**config.mk**
```make
export PLATFORM = sky130hd
export DESIGN_NAME = muldiv_issue
export DESIGN_NICKNAME = d
export VERILOG_FILES = /design/src/rtl/muldiv_issue.sv
export SDC_FILE = /design/constraint.sdc
export NUM_CORES = 1
export LEC_CHECK = 0
export ABC_AREA = 1
export CORE_ASPECT_RATIO = 1.2
export CORE_MARGIN = 8
export CORE_UTILIZATION = 41
export DETAILED_ROUTE_END_ITERATION = 10
export HOLD_SLACK_MARGIN = 0.15
export PLACE_DENSITY = 0.79
export SETUP_SLACK_MARGIN = 0.5
export SYNTH_ARGS = -nofsm -noshare
export SYNTH_HDL_FRONTEND = slang
export SYNTH_SLANG_ARGS = --single-unit
```
**constraint.sdc**
```tcl
create_clock -name clk -period 1.5 [get_ports clk]
set_clock_uncertainty 0.1 [all_clocks]
set_input_delay 0.3 -clock clk [delete_from_list [all_inputs] [get_ports clk]]
set_output_delay 0.3 -clock clk [all_outputs]
set_load 0.02 [all_outputs]
```
**src/rtl/muldiv_issue.sv**
```systemverilog
`default_nettype none
// ============================================================================
// Module   : muldiv_issue
// Purpose  : Issue/writeback controller between the execute stage and the
//            multi-cycle RV32M muldiv unit. Accepts one M-extension op per
//            valid/ready handshake, holds the operands for muldiv until it
//            completes, and presents the result on the writeback port for a
//            single cycle. Supports a pipeline flush at any point; a flush
//            that arrives while muldiv is running drains it before idling.
// Revision : 1.0 - initial release
// ----------------------------------------------------------------------------
// Ports:
//   clk, rst_n             clock; asynchronous active-low reset
//   req_valid / req_ready  request handshake from execute (ready = IDLE)
//   req_funct3/rs1/rs2/rd  operation, operands and destination
//   flush                  kills the in-flight op
//   md_start               one-cycle start pulse to muldiv
//   md_op / md_a / md_b    registered funct3 and operands for muldiv
//   md_result/done/busy    muldiv result, completion pulse, busy flag
//   wb_valid/rd/data       register-file writeback (one-cycle strobe)
//   stall                  high whenever the controller is not idle
// Configuration:
//   MULDIV_DIVZERO_BYPASS_EN  when defined, divide-by-zero and signed
//                             overflow DIV/REM cases are resolved locally
//                             without starting muldiv.
// ============================================================================
module muldiv_issue (
  input  logic        clk,
  input  logic        rst_n,
  input  logic        req_valid,
  output logic        req_ready,
  input  logic [2:0]  req_funct3,
  input  logic [31:0] req_rs1,
  input  logic [31:0] req_rs2,
  input  logic [4:0]  req_rd,
  input  logic        flush,
  output logic        md_start,
  output logic [2:0]  md_op,
  output logic [31:0] md_a,
  output logic [31:0] md_b,
  input  logic [31:0] md_result,
  input  logic        md_done,
  input  logic        md_busy,
  output logic        wb_valid,
  output logic [4:0]  wb_rd,
  output logic [31:0] wb_data,
  output logic        stall
);

  typedef enum logic [2:0] {
    S_IDLE  = 3'd0,
    S_ISSUE = 3'd1,
    S_WAIT  = 3'd2,
    S_WB    = 3'd3,
    S_DRAIN = 3'd4
  } state_e;

  state_e      state_q,    state_d;
  logic [2:0]  md_op_q,    md_op_d;
  logic [31:0] md_a_q,     md_a_d;
  logic [31:0] md_b_q,     md_b_d;
  logic [4:0]  rd_q,       rd_d;
  logic        wb_valid_q, wb_valid_d;
  logic [4:0]  wb_rd_q,    wb_rd_d;
  logic [31:0] wb_data_q,  wb_data_d;

  // Local resolution of the corner cases muldiv would otherwise spend the
  // full divide latency on.
  logic        byp_hit;
  logic [31:0] byp_data;

`ifdef MULDIV_DIVZERO_BYPASS_EN
  // funct3[2] = divide class, funct3[1] = remainder, funct3[0] = unsigned.
  always_comb begin
    byp_hit  = 1'b0;
    byp_data = 32'h0;
    if (md_op_q[2]) begin
      if (md_b_q == 32'h0) begin
        byp_hit  = 1'b1;
        byp_data = md_op_q[1] ? md_a_q : 32'hFFFF_FFFF;
      end else if (!md_op_q[0] && (md_a_q == 32'h8000_0000) &&
                   (md_b_q == 32'hFFFF_FFFF)) begin
        byp_hit  = 1'b1;
        byp_data = md_op_q[1] ? 32'h0 : 32'h8000_0000;
      end
    end
  end
`else
  assign byp_hit  = 1'b0;
  assign byp_data = 32'h0;
`endif

  // --------------------------------------------------------------------------
  // Next-state and datapath
  // --------------------------------------------------------------------------
  always_comb begin
    state_d    = state_q;
    md_op_d    = md_op_q;
    md_a_d     = md_a_q;
    md_b_d     = md_b_q;
    rd_d       = rd_q;
    wb_valid_d = 1'b0;
    wb_rd_d    = wb_rd_q;
    wb_data_d  = wb_data_q;
    md_start   = 1'b0;

    case (state_q)
      S_IDLE: begin
        // Flush wins over a simultaneous request: nothing is accepted.
        if (req_valid && !flush) begin
          md_op_d = req_funct3;
          md_a_d  = req_rs1;
          md_b_d  = req_rs2;
          rd_d    = req_rd;
          state_d = S_ISSUE;
        end
      end

      S_ISSUE: begin
        if (flush) begin
          state_d = S_IDLE;
        end else if (byp_hit) begin
          state_d    = S_WB;
          wb_data_d  = byp_data;
          wb_rd_d    = rd_q;
          wb_valid_d = (rd_q != 5'd0);
        end else if (!md_busy) begin
          // Start is decoded from the state so that a flush or a busy unit in
          // this same cycle suppresses it; operands are already registered.
          md_start = 1'b1;
          state_d  = S_WAIT;
        end
      end

      S_WAIT: begin
        if (md_done) begin
          if (flush) begin
            state_d = S_IDLE;
          end else begin
            state_d    = S_WB;
            wb_data_d  = md_result;
            wb_rd_d    = rd_q;
            // Writes to x0 still pass through WB but never strobe.
            wb_valid_d = (rd_q != 5'd0);
          end
        end else if (flush) begin
          state_d = S_DRAIN;
        end
      end

      // The op is committed once here; a flush no longer cancels it.
      S_WB: begin
        state_d = S_IDLE;
      end

      // muldiv cannot be aborted, so wait out its completion and drop it.
      S_DRAIN: begin
        if (md_done) begin
          state_d = S_IDLE;
        end
      end

      default: begin
        state_d = S_IDLE;
      end
    endcase
  end

  // --------------------------------------------------------------------------
  // Registers
  // --------------------------------------------------------------------------
  always_ff @(posedge clk or negedge rst_n) begin
    if (!rst_n) begin
      state_q    <= S_IDLE;
      md_op_q    <= 3'd0;
      md_a_q     <= 32'h0;
      md_b_q     <= 32'h0;
      rd_q       <= 5'd0;
      wb_valid_q <= 1'b0;
      wb_rd_q    <= 5'd0;
      wb_data_q  <= 32'h0;
    end else begin
      state_q    <= state_d;
      md_op_q    <= md_op_d;
      md_a_q     <= md_a_d;
      md_b_q     <= md_b_d;
      rd_q       <= rd_d;
      wb_valid_q <= wb_valid_d;
      wb_rd_q    <= wb_rd_d;
      wb_data_q  <= wb_data_d;
    end
  end

  // --------------------------------------------------------------------------
  // Outputs
  // --------------------------------------------------------------------------
  assign req_ready = (state_q == S_IDLE);
  assign stall     = (state_q != S_IDLE);
  assign md_op     = md_op_q;
  assign md_a      = md_a_q;
  assign md_b      = md_b_q;
  assign wb_valid  = wb_valid_q;
  assign wb_rd     = wb_rd_q;
  assign wb_data   = wb_data_q;

endmodule
`default_nettype wire

```
# After elaboration in Yosys (flattened, before gate mapping)
# Cells that the tools add are included.
[totals] ff_bits=113
[classes] eq_ne=7 muxes=14 n_bitwise=1 reduce_logical=8
[op_table] cell="$mux 3" n=6
[op_table] cell="$pmux 3 s4" n=1
[op_table] cell="$mux 1" n=6
[op_table] cell="$ne 3x3->1 const B" n=2
[op_table] cell="$reduce_bool 5->1" n=1
[op_table] cell="$reduce_and 4->1" n=1
[op_table] cell="$eq 3x1->1 const B" n=1
[op_table] cell="$eq 3x2->1 const B" n=1
[op_table] cell="$eq 3x3->1 const B" n=1
[op_table] cell="$logic_not 3->1" n=1
[op_table] cell="$reduce_and 3->1" n=1
[op_table] cell="$reduce_bool 3->1" n=1
[op_table] cell="$mux 2" n=1
[op_table] cell="$ne 2x1->1 const B" n=1
[op_table] cell="$ne 2x2->1 const B" n=1
[op_table] cell="$reduce_and 2->1" n=1
[op_table] cell="$logic_and 1x1->1" n=1
[op_table] cell="$logic_not 1->1" n=1
[op_table] cell="$not 1->1" n=1

# Logic depth before layout (Yosys ltp)
# Gate-level depths: netlist of run 1.
[logic_depth] word_depth=4 depth_mapped=8 depth_no_buf=7

# Worst setup path after synthesis of run 1
# Ideal clock, no wire load.
[synth_path] path_kind="register -> register" from="register state_q[2]" to="register md_a_q[2] (netlist: md_a[2])" setup_ns=0.130 t_arrival_ns=1.335 required_time_ns=1.270 setup_slack_ns=-0.065 stages_incl_launch_ff=9 period_less_slack_ns=1.565 cell_sequence="dfrtp_1 > nor2_4 > nand2_2 > inv_2 > nand3_4 > buf_6 > buf_6 > nand2_1 > o21ai_1"
[synth_between] elab_chain_cells=2
[synth_lines] item="start, declared" line_no="58" rtl="state_e state_q, state_d;"
[synth_lines] item="start signal, assigned" line_no="183" rtl="state_q <= state_d;"
[synth_lines] item="$logic_not 3->1"
[synth_lines] item="net req_ready" line_no="31" rtl="output logic req_ready,"
[synth_lines] item="$reduce_and 2->1 (no line)"
[synth_lines] item="end signal, assigned" line_no="185" rtl="md_a_q <= md_a_d;"
[synth_lines] item="end, declared" line_no="60" rtl="logic [31:0] md_a_q, md_a_d;"
# The timed path passes the listed nets, and every way through them passes these cells.
# A chain may end at the register's enable or synchronous reset.

# Final worst setup path of run 1
[layout_path] from="register state_q[2]" to="register wb_data_q[26] (netlist: wb_data[26])"
[layout_between] elab_chain_cells=2
[layout_lines] item="$eq 3x2->1" line_no="107" rtl="case (state_q)"
[layout_lines] item="$reduce_and 3->1 (no line)"
[layout_lines] item="end signal, assigned" line_no="190" rtl="wb_data_q <= wb_data_d;"
[layout_lines] item="end, declared" line_no="65" rtl="logic [31:0] wb_data_q, wb_data_d;"
# No other way between the ends.

==> results of run 1 <==
-- synth_stat cells --
master	count
o21ai_0	47
clkbuf_1	10
inv_1	112
a31oi_1	1
nor2_4	1
o21ai_2	2
nand2_2	1
o21ai_1	61
inv_2	1
nand2_1	120
nor3_1	2
nand3_4	1
nand4_2	1
dfrtp_1	113
buf_6	7
buf_4	1
nand3_1	4
buf_2	5
nor4_1	1
nor2_1	5
-- power by group --
part           switching, mW  leakage (nW)  internal (mW)
combinational           5.48          3.31           6.01
sequential              1.26          1.43           4.42
clock                   1.45         0.293           2.77
-- metrics by stage --
| step | TNS [ns] | hold WS (ns) | utilization [%] | cells | cell area [sq um] |
|---|---|---|---|---|---|
| finish | -25.53 | -0.2807 | 89.82 | 1000 | 9771 |
| global route | -32.08 | -0.2784 | 89.82 | 1000 | 9771 |
| CTS | -19.58 | -0.2882 | 79.53 | 938 | 8651 |
| detailed placement | -34.69 | 0.1417 | 64.03 | 844 | 6965 |
| global placement | -34.22 | 0.1343 | 64.03 | 844 | 6965 |
| floorplan | 0 | -0.09559 | - | 496 | 4551 |
-- worst max-delay path, delay by kind of cell, from the launching register on --
| kind | cells | cell delay (ns) |
|---|---|---|
| buffers and inverters | 5 | 0.73 |
| AND/OR/NAND/NOR | 3 | 0.35 |
| AO/OA/AOI/OAI | 1 | 0.11 |
| flip-flops | 1 | 0.39 |
-- sequential cells by signal, summed over array words and instances (netlist names) --
signal and cells:
wb_data 32, state_q 3, wb_rd 5, md_a 32
wb_valid 1, md_b 32, md_op 3, rd_q 5
-- per-layer routing --
| metal | share of wire (%) | wire length [microns] | GRT usage, % |
|---|---|---|---|
| met1 | 34 | 7922 | 25.71 |
| met3 | 8.3 | 1938 | 9.195 |
| met5 | 0 | 0 | 0 |
| met2 | 52 | 12170 | 45.40 |
| met4 | 5.1 | 1194 | 10.07 |
-- worst min path at each step --
stage / startpoint / slack, ns / endpoint / cells past startpoint
final: rst_n / -0.28 / wb_data[2] / 1
after global routing: rst_n / -0.28 / wb_data[2] / 1
after CTS: rst_n / -0.29 / wb_data[21] / 1
after detailed placement: rst_n / 0.14 / wb_data[21] / 1
after global placement: rst_n / 0.13 / wb_data[21] / 1
after floorplan: rst_n / -0.1 / md_a[0] / 0
-- cell families (layout without fill, tap and decap cells) --
logic type / count (synthesis) / count (layout) / synth area share (%)
DFF: 113 / 113 / 62.59
buffers and inverters: 136 / 506 / 12.68
AOI/OAI and AO/OA: 111 / 111 / 12.49
and+or+nand+nor: 136 / 138 / 12.24
-- cell type report --
class / count / share of cell area, %
repair buffers: 363 / 40.67
flip-flops and latches: 113 / 28.95
multi-input cells: 249 / 17.99
clock buffers: 21 / 4.917
inverters: 113 / 4.431
well taps: 132 / 1.690
clock inverters: 9 / 1.345
-- repair_timing --
item / in CTS / in global routing
hold endpoints to repair: 113 / 103
cloned: 17 / 8
buffers inserted: 47 / 54
endpoints found under the setup margin: 221 / 221
pin swaps: 4 / 5
gates resized for setup: 731 / 162
==> impl_metrics.csv, run 1 <==
group,metric,value,unit
critical_path,crit_path_max_fanout,10,
yosys,ys_ff_latch,113,
cells_and_area,fillers,420,
cells_and_area,layout-drive-gt1-share,50.12,%
pwr,p_per_area,2189,nW/um^2
route,avgRoutedWirePerCell,23.22,microns
yosys,syn_avg_cell_area,9.109,sq um
floorplan,num_rows,42,
floorplan,die_height,131.0,microns
critical_path,crit_start,"state_q[2]",
cells_and_area,syn_to_final_growth,116.3,%
placement,io_buffers,217,
sta,timing.slew.headroom,74.03,%
route,vias,5240,
global_route,antenna_found_initial,0,
global_route,grt_pass1_vias,5092,
critical_path,cp_common_cell,"buf_6",
sta,worst_slew_pin_slew,0.3883,ns
route,firstDrtPassIters,5,
placement,place_congestion,0.8075,
cells_and_area,nets,967,
critical_path,reg2reg_depth,9,
yosys,synthTopCellsByArea,"dfrtp_1 63%, nand2_1 10%, inv_1 9.3%, o21ai_1 6.8%, o21ai_0 5.2%",
yosys,synth_top_area_share,62.59,%
yosys,seq_area_frac_synth,62.59,%
critical_path,crit_arrival,2.00,ns
placement,hpwlAfterDp,9960,microns
sta,grt_setup_unrepaired,"yes",
critical_path,slowest_delay,0.39,ns
clock_tree,cts_tree,"done",
clock_tree,clk_latency,0.40,ns
sta,whs,-0.2807,ns
placement,dp_slack,-0.4757,ns
critical_path,required,1.67,ns
yosys,yosysWarnings,0,
job,drv_cap,0,
clock_tree,htreeDepth,4,
critical_path,r2r_setup_slack,-0.33,ns
clock_tree,clock_sinks,113,
critical_path,critPathKind,"flip-flop to flip-flop",
critical_path,crit_path_top_delay_cell,"dfrtp_1",
yosys,syn-num-nets,606,
floorplan,io-pin-count,218,
status,violations,"hold timing, setup timing",
sta,setup_ws,-0.3327,ns
global_route,grt_max_degree,41,
global_route,grt_pass1_wl,27970,microns
sta,final-hold-violation-count,23,
global_route,grt_usage,24.95,%
route,drc_errors,0,
yosys,synthCells,496,
min_path,holdCritPathClass,"input pin to async pin",
yosys,ys_types,20,
clock_tree,numCtsBuffers,17,
route,vias_per_cell,5.240,
cells_and_area,most-common-layout-cells,"124 x buf_6, 112 x dfrtp_1, 110 x inv_1",
floorplan,initial_core_util,41.53,%
cells_and_area,seq_area,2829,sq um
status,status,"complete, but fails checks",
critical_path,crit_chain,"buf_6 -> nor2_4 -> buf_4 -> buf_6 -> nand4_4 -> buf_8 -> buf_16 -> nand2_1 -> o21ai_0",
pwr,power,21.39,mW
clock_tree,root_buffer,"clkbuf_16",
sta,drv_slew,0,
critical_path,endpoint_kind,"flip-flop",
cells_and_area,mostFrequentLayoutCell,"buf_6",
cells_and_area,antenna_cells,0,
critical_path,cp-endpoint,"wb_data[26]",
critical_path,r2r_end,"wb_data[26]",
sta,timing.fmax,545.6,MHz
pwr,p_leak,5.031,nW
yosys,netlist_area,4518,sq um
sta,period_minus_slack,1.833,ns
cells_and_area,multiInputGateArea,1758,sq um
clock_tree,path_clk_slew,0.06,ns
route,drt_wl_total,23220,microns
clock_tree,clk_path_buf_depth,2,
route,drtIter0Drc,325,
critical_path,crit_path_start_kind,"flip-flop",
sta,setup_viol,115,
pwr,ir_drop,1.474,mV
global_route,grt-ovfl-total,0,
floorplan,die_w,111.8,microns
yosys,synth_area_leader_cell,"dfrtp_1",
critical_path,rr_startpoint,"state_q[2]",
floorplan,dieArea,14650,sq um
route,antenna_left,0,
sta,min_period_over_period,122.2,%
floorplan,core-area,10880,sq um
Note: power is estimated with default switching activity, not from simulation.
==> run 2: changes to the inputs <==
- SKIP_LAST_GASP: unset -> 1
- SLEW_MARGIN: unset -> 20
==> run 2 against run 1 <==
Net effect:
- the run still ends with hold timing, setup timing left
- sequential share of layout area hardly changed
- die area stayed put
- cell count is 0.40% higher
- global-route usage is 0.15 points lower
- clock-buffer cell count stayed put
- critical path depth stayed put
- setup slack worse by 0.018 ns
- sequential power hardly changed
- final area hardly changed
- critical path type unchanged
- highest routed layer unchanged
==> impl_metrics.csv, run 2 (synthesis results as in run 1) <==
group,metric,value,unit
sta,worst_slew_pin_slew,0.3893,ns
sta,timing.slew.headroom,73.97,%
floorplan,io-pin-count,218,
critical_path,crit_path_max_fanout,6,
floorplan,core-area,10880,sq um
sta,setup_ws,-0.3510,ns
route,antenna_left,0,
floorplan,die_height,131.0,microns
cells_and_area,most-common-layout-cells,"123 x buf_6, 112 x dfrtp_1, 110 x inv_1",
cells_and_area,fillers,416,
cells_and_area,mostFrequentLayoutCell,"buf_6",
cells_and_area,final_area,9766,sq um
sta,grt_setup_unrepaired,"yes",
clock_tree,clk_path_buf_depth,2,
placement,io_buffers,217,
critical_path,critPathKind,"flip-flop to flip-flop",
critical_path,endpoint_kind,"flip-flop",
global_route,grt_pass1_wl,27830,microns
global_route,grt-ovfl-total,0,
global_route,grt_pass1_vias,5111,
sta,min_period_over_period,123.4,%
route,vias,5284,
critical_path,crit_arrival,2.05,ns
pwr,p_per_area,2197,nW/um^2
placement,hpwlAfterDp,9960,microns
critical_path,slowest_delay,0.39,ns
sta,period_minus_slack,1.851,ns
clock_tree,path_clk_slew,0.06,ns
clock_tree,cts_tree,"done",
floorplan,num_rows,42,
global_route,grt_usage,24.80,%
global_route,grt_max_degree,41,
cells_and_area,syn_to_final_growth,116.1,%
clock_tree,clk_latency,0.41,ns
clock_tree,numCtsBuffers,17,
sta,timing.fmax,540.2,MHz
min_path,holdCritPathClass,"input pin to async pin",
status,status,"complete, but fails checks",
critical_path,required,1.69,ns
placement,dp_slack,-0.4757,ns
cells_and_area,antenna_cells,0,
job,drv_cap,0,
route,drtIter0Drc,401,
sta,whs,-0.2928,ns
clock_tree,root_buffer,"clkbuf_16",
critical_path,crit_path_top_delay_cell,"dfrtp_1",
pwr,p_leak,5.057,nW
sta,final-hold-violation-count,23,
cells_and_area,layout-drive-gt1-share,49.20,%
global_route,antenna_found_initial,0,
pwr,ir_drop,1.292,mV
sta,drv_slew,0,
critical_path,critPathTopFamily,"buffers and inverters",
placement,placed_area,6965,sq um
route,drc_errors,0,
route,firstDrtPassIters,5,
route,vias_per_cell,5.263,
cells_and_area,nets,971,
floorplan,initial_core_util,41.53,%
status,violations,"hold timing, setup timing",
route,avgRoutedWirePerCell,23.01,microns
critical_path,crit_path_start_kind,"flip-flop",
critical_path,crit_chain,"buf_6 -> nor2_4 -> nand2_4 -> clkinv_4 -> buf_6 -> buf_4 -> nand3_4 -> buf_6 -> o21ai_1",
critical_path,cp_common_cell,"buf_6",
sta,setup_viol,115,
floorplan,die_w,111.8,microns
floorplan,dieArea,14650,sq um
clock_tree,clock_sinks,113,
critical_path,crit_buf_inv,5,
placement,place_congestion,0.8075,
critical_path,r2r_setup_slack,-0.35,ns
route,drt_wl_total,23100,microns
clock_tree,htreeDepth,4,
==> run 2: worst reg2reg max path: cells and delay by family, from the launching register on <==
family	cells	cell delay, ns
buf+inv	5	0.64
flops	1	0.39
simple gates	3	0.37
compound gates	1	0.25
==> run 2: layout make-up <==
cell class	instances	area, sq um	area share, %
timing repair buffer	367	4003	40.99
clock inverter	9	131.4	1.345
tap	132	165.2	1.691
clock buffer	21	480.5	4.920
sequential	113	2829	28.97
multi-input combinational	249	1724	17.66
inverter	113	432.9	4.433
==> run 2: path summary, 6_finish.rpt <==
path,depth (start not counted),end,start
worst min-delay path,1,wb_data[20],rst_n
min in group clk,3,md_a[6],req_rs1[6]
max in group asynchronous,2,md_a[16],rst_n
worst max register to register,9,rd_q[4],state_q[2]
worst min register to register,2,md_b[6],md_b[6]
worst max-delay path,9,rd_q[4],state_q[2]
==> run 2: what timing repair did <==
item | CTS | global route
hold endpoints to repair | 113 | 103
gates cloned | 17 | 7
setup buffers | 47 | 59
pin swaps | 4 | 5
setup endpoints to repair | 221 | 221
resized for setup | 714 | 168
==> run 2: per-stage QoR <==
step	TNS, ns	util (%)	std cells	power, mW
finish	-29.21	89.77	1004	21.46
global route	-34.81	89.77	1004	22.26
CTS	-19.90	79.22	938	18.39
detailed placement	-34.69	64.03	844	12.26
global placement	-34.22	64.03	844	12.03
floorplan	0	-	496	8.444
==> run 2: report_power, final <==
group | internal [mW] | switching (mW) | total (mW)
Combinational | 6.05 | 5.46 | 11.5
Clock | 2.77 | 1.47 | 4.24
Sequential | 4.42 | 1.27 | 5.70
==> run 2: metal layers <==
metal	track usage (%)	vias to the layer above	wire, microns
met5	0	-	0
met3	9.379	76	1821
met1	25.50	2613	7800
met2	44.61	352	12520
li1	-	2243	-
met4	10.88	0	965
